==> config.mk <==
export PLATFORM = sky130hd
export DESIGN_NAME = ppb_pad_responder
export DESIGN_NICKNAME = d
export VERILOG_FILES = /design/src/rtl/ppb_pad_responder.sv
export SDC_FILE = /design/constraint.sdc
export NUM_CORES = 1
export LEC_CHECK = 0
export BUFFER_PORTS_ARGS = -buffer_cell sky130_fd_sc_hd__buf_2
export CORE_AREA = 3 3 63 65
export CTS_CLUSTER_DIAMETER = 200
export CTS_CLUSTER_SIZE = 40
export DETAILED_ROUTE_END_ITERATION = 12
export DIE_AREA = 0 0 66 68
export PLACE_DENSITY = 0.83
export SYNTH_ARGS = -nofsm -noshare
export SYNTH_HDL_FRONTEND = slang
export SYNTH_SLANG_ARGS = --single-unit
==> constraint.sdc <==
create_clock -name clk -period 6.6 [get_ports clk]
set_input_delay 0 -clock clk [delete_from_list [all_inputs] [get_ports clk]]
set_output_delay 0 -clock clk [all_outputs]
set_load 0.03 [all_outputs]
==> src/rtl/ppb_pad_responder.sv <==
// PSX pad protocol engine behind the PPB device port: per-byte ACK and reply sequencing.
// Define PPB_PAD_ANALOG_EN for the analog pad (ID 8'h73, 9-byte packets with stick bytes).
module ppb_pad_responder #(
    parameter logic [7:0] PAD_ADDRESS = 8'h01,
    parameter logic [7:0] POLL_CMD    = 8'h42
) (
    input  logic        clk,
    input  logic        reset,
    input  logic        PPB_packet_reset,
    input  logic [7:0]  PPB_command,
    input  logic        PPB_command_strobe,
    output logic [7:0]  PPB_reply,
    input  logic        PPB_reply_ready,
    output logic        PPB_ack_strobe,
    input  logic [15:0] buttons,
    input  logic [31:0] sticks,
    output logic        poll_strobe,
    output logic        reply_underrun
);

`ifdef PPB_PAD_ANALOG_EN
    localparam logic [7:0] ID_BYTE  = 8'h73;
    localparam logic [3:0] LAST_IDX = 4'd6;
`else
    localparam logic [7:0] ID_BYTE  = 8'h41;
    localparam logic [3:0] LAST_IDX = 4'd2;
`endif

    typedef enum logic [2:0] {IDLE, ID, HDR, DATA, DONE, IGNORE} state_t;

    state_t      state, state_n;
    logic [3:0]  data_idx, idx_n;
    logic [7:0]  reply_n, data_byte;
    logic        ack_n, poll_n, snap_en, clr;
    logic [15:0] snap_btn;

    assign clr = reset | PPB_packet_reset;

`ifdef PPB_PAD_ANALOG_EN
    logic [31:0] snap_stk;

    always_ff @(posedge clk)
        if (snap_en && !clr) snap_stk <= sticks;

    always_comb begin
        case (data_idx)
            4'd1:    data_byte = snap_btn[15:8];
            4'd2:    data_byte = snap_stk[7:0];
            4'd3:    data_byte = snap_stk[15:8];
            4'd4:    data_byte = snap_stk[23:16];
            4'd5:    data_byte = snap_stk[31:24];
            default: data_byte = 8'hFF;
        endcase
    end
`else
    logic unused_sticks;
    assign unused_sticks = ^sticks;
    // Only one non-final data byte exists in a digital packet.
    assign data_byte = snap_btn[15:8];
`endif

    always_comb begin
        state_n = state;
        reply_n = PPB_reply;
        ack_n   = 1'b0;
        poll_n  = 1'b0;
        idx_n   = data_idx;
        snap_en = 1'b0;
        if (PPB_command_strobe) begin
            case (state)
                IDLE: begin
                    if (PPB_command == PAD_ADDRESS) begin
                        ack_n   = 1'b1;
                        reply_n = ID_BYTE;
                        state_n = ID;
                    end else begin
                        reply_n = 8'hFF;
                        state_n = IGNORE;
                    end
                end
                ID: begin
                    if (PPB_command == POLL_CMD) begin
                        ack_n   = 1'b1;
                        snap_en = 1'b1;
                        reply_n = 8'h5A;
                        state_n = HDR;
                    end else begin
                        reply_n = 8'hFF;
                        state_n = IGNORE;
                    end
                end
                HDR: begin
                    ack_n   = 1'b1;
                    reply_n = snap_btn[7:0];
                    idx_n   = 4'd1;
                    state_n = DATA;
                end
                DATA: begin
                    if (data_idx == LAST_IDX) begin
                        reply_n = 8'hFF;
                        poll_n  = 1'b1;
                        state_n = DONE;
                    end else begin
                        ack_n   = 1'b1;
                        reply_n = data_byte;
                        idx_n   = data_idx + 4'd1;
                    end
                end
                default: reply_n = 8'hFF;
            endcase
        end
    end

    always_ff @(posedge clk) begin
        if (clr) begin
            state          <= IDLE;
            PPB_reply      <= 8'hFF;
            PPB_ack_strobe <= 1'b0;
            poll_strobe    <= 1'b0;
            data_idx       <= 4'd0;
        end else begin
            state          <= state_n;
            PPB_reply      <= reply_n;
            PPB_ack_strobe <= ack_n;
            poll_strobe    <= poll_n;
            data_idx       <= idx_n;
        end
    end

    // Snapshot survives resets so a deselect never corrupts the held button state.
    always_ff @(posedge clk)
        if (snap_en && !clr) snap_btn <= buttons;

    always_ff @(posedge clk) begin
        if (reset)
            reply_underrun <= 1'b0;
        else if (PPB_reply_ready && ((PPB_packet_reset ? 8'hFF : reply_n) != PPB_reply))
            reply_underrun <= 1'b1;
    end

endmodule

==> impl_metrics.yaml <==
outcome:
  status: "completed"
routing:
  drtIter0Drc: 103
  wl_per_cell_um: 14.68
  drtPass1Iterations: 5
  finalWirelength_um: 4169
  route.vias.total: 1587
  ant_nets: 0
  remaining_drc_errors: 0
  routed_via_density: 5.588
pwr:
  peakVddDrop_mv: 0.1773
  powerDensity_mw_per_mm2: 197.6
  leakagePower_nw: 0.8505
clock_tree:
  clockBufferDepth: 2
  cts-root-buf: "clkbuf_4"
  h-tree-depth: 2
  postCtsSetupBuffers: 0
  insertion_delay_ns: 0.36
  cts.sinks: 34
  cts_tree: "built"
  cts_made_buffers: 5
  clk_pin_slew_worst_paths_ns: 0.12
run:
  cap_viol_max_count: 0
sta:
  fin_crit_sh_pct: 39.47
  max_freq_ghz: 0.3839
  skew_ns: 0.02758
  finalSetupTns_ns: 0
  setup_violations: 0
  hold_viol: 0
  worst_pin_slew_ns: 1.193
  min_period_ns: 2.605
  rsz0062_at_grt: "false"
  slew_headroom_pct: 20.04
  worst_slack_ns: 3.995
  drv_slew: 0
worst_setup_path:
  ff2ff_path_depth: 2
  path_class: "register to register"
  critical_path_arrival_ns: 2.56
  worstReg2RegStart: "state[0]$_SDFFE_PN0P_"
  cp-endpoint: "snap_btn[14]$_DFFE_PP_"
  r2r_setup_slack_ns: 3.99
  reg2reg_to: "snap_btn[14]$_DFFE_PP_"
  startpoint: "state[0]$_SDFFE_PN0P_"
  end_kind: "register"
  start_kind: "register"
  critical_path_required_ns: 6.55
  path_max_fanout: 24
global_routing:
  grt_pass1_vias: 1465
  overflow: 0
  antenna_found_initial: 0
  grt_pass1_wl_um: 6810
  grt_max_degree: 25
  grt_usage_pct: 20.58
floorplan:
  dieArea_mm2: 0.004488
  ios: 72
  fp.coreArea_mm2: 0.003390
  initial_utilization_pct: 52.34
  rows: 21
  die_y_um: 68
  die_w_um: 66
synthesis:
  ys_async_sr_fraction_pct: 0
  ys_seq_elements: 34
  synth_area_mm2: 0.001774
  synth-main-ff-cell: "dfxtp_1"
  ys.warnings.count: 0
  syn_inst: 181
  synth_edf_count: 16
  synth_area_per_cell_um2: 9.802
  synth_nets: 244
  ys_types: 57
  ys_seq_area_share_pct: 47.39
place:
  pre_cts_ws_ns: 4.035
  place_area_mm2: 0.001989
  place_congestion: 0.8682
  dpl.hpwl_um: 2844
  port_buffers: 39
hold_path:
  worstHoldPathType: "input pin to register"
finish:
  antennaDiodeCount: 0
  syn_to_final_growth_pct: 28.00
  drive_gt1_share_pct: 27.73
  design_area_mm2: 0.002271
  nNetsFinal: 300
-- layout make-up --
| type | instances | area (µm²) |
|---|---|---|
| clock buffer | 5 | 37.54 |
| multi-input combinational | 130 | 862.1 |
| clock inverter | 3 | 63.81 |
| inverter | 9 | 33.78 |
| fill | 269 | 1119 |
| timing repair buffer | 57 | 375.4 |
| tap | 46 | 57.56 |
| sequential | 34 | 840.8 |
-- metal layers --
layer | share of wire (%) | vias up | track usage, % | wire (µm)
li1 | - | 794 | - | -
met1 | 41 | 724 | 24.25 | 1695
met2 | 50 | 60 | 34.79 | 2097
met3 | 7.0 | 9 | 6.076 | 293
met4 | 2.0 | 0 | 9.391 | 83
met5 | 0 | - | 0 | 0
-- state kept, by name (all words and copies together) (netlist names) --
register        cells
PPB_reply           8
data_idx            4
state               3
snap_btn           16
reply_underrun      1
PPB_ack_strobe      1
poll_strobe         1
-- metrics by stage --
step	total power (W)	util (%)	hold WS (ns)	instances
global placement	0.0002540	58.69	0.1763	258
finish	0.0004487	67.00	0.06875	284
detailed placement	0.0002545	58.69	0.1781	258
CTS	0.0004498	67.00	0.05813	284
floorplan	0.0002425	-	0.09887	181
global route	0.0004636	67.00	0.07984	284
-- worst min-delay path by stage --
stage / from / to / slack (ns) / cells after the start
6_report: PPB_command_strobe / reply_underrun$_SDFFE_PP0P_ / 0.07 / 3
5_1_grt: PPB_command_strobe / PPB_reply[7]$_SDFF_PN1_ / 0.08 / 3
4_1_cts: PPB_command_strobe / reply_underrun$_SDFFE_PP0P_ / 0.06 / 3
3_5_place_dp: buttons[7] / snap_btn[7]$_DFFE_PP_ / 0.18 / 1
3_3_place_gp: buttons[14] / snap_btn[14]$_DFFE_PP_ / 0.18 / 1
2_1_floorplan: buttons[0] / snap_btn[0]$_DFFE_PP_ / 0.1 / 0
-- critical path, stage by stage (launching register included) --
cell and delay (ns):
dfxtp_1 0.92, nand3b_1 0.29, nor3_2 1.00
-- logic make-up after synthesis --
family	count (synthesis)	share of synthesized area, %
xor+xnor	1	0.4937
flops	34	47.39
simple gates	73	24.05
fa+ha+maj	2	1.410
compound gates	54	22.35
buf+inv	17	4.302
-- Yosys cell counts, drive strengths merged (2+ instances only) --
master | instances | area [µm²]
a21oi | 14 | 70.07
a311oi | 5 | 56.31
a31oi | 4 | 37.53
and4 | 2 | 17.52
buf | 6 | 35.03
clkbuf | 2 | 7.510
dfxtp | 18 | 360.4
edfxtp | 16 | 480.5
ha | 2 | 25.02
inv | 9 | 33.78
nand2 | 6 | 25.03
nand2b | 6 | 37.54
nand3 | 3 | 15.01
nor2 | 23 | 86.33
nor2b | 7 | 43.79
nor3 | 8 | 50.05
nor3b | 2 | 20.02
nor4 | 2 | 12.51
o211ai | 2 | 15.01
o21ai | 12 | 60.05
o21bai | 2 | 15.01
o221ai | 2 | 23.77
o22ai | 2 | 12.51
o31ai | 2 | 15.01
or2 | 3 | 18.77
or4 | 2 | 18.77
-- report_power, final --
part,switching (W),internal [W]
logic,0.0000161,0.0000185
registers,0.00000299,0.000221
clock network,0.0000734,0.000117
total,0.0000925,0.000356
-- cells in the final DEF, fill, tap and decap left out, types with 3 or more instances in the layout --
cell and n:
nor3_2 3, o21ai_0 5, inv_1 8, o21ai_1 7, buf_2 39, nand3_1 3, dfxtp_1 18, nor2_1 23
a21oi_1 14, nor3_1 5, nand2b_1 6, a311oi_1 3, nand2_1 5, edfxtp_1 16, clkbuf_4 5, dlygate4sd3_1 18
nor2b_1 7
-- what timing repair did --
action	4_1_cts	5_1_grt
hold buffers	18	0
endpoints found under the setup margin	0	0
hold endpoints to repair	19	0
gates resized for setup	0	0
No activity file was read; power rests on OpenSTA's default activity.
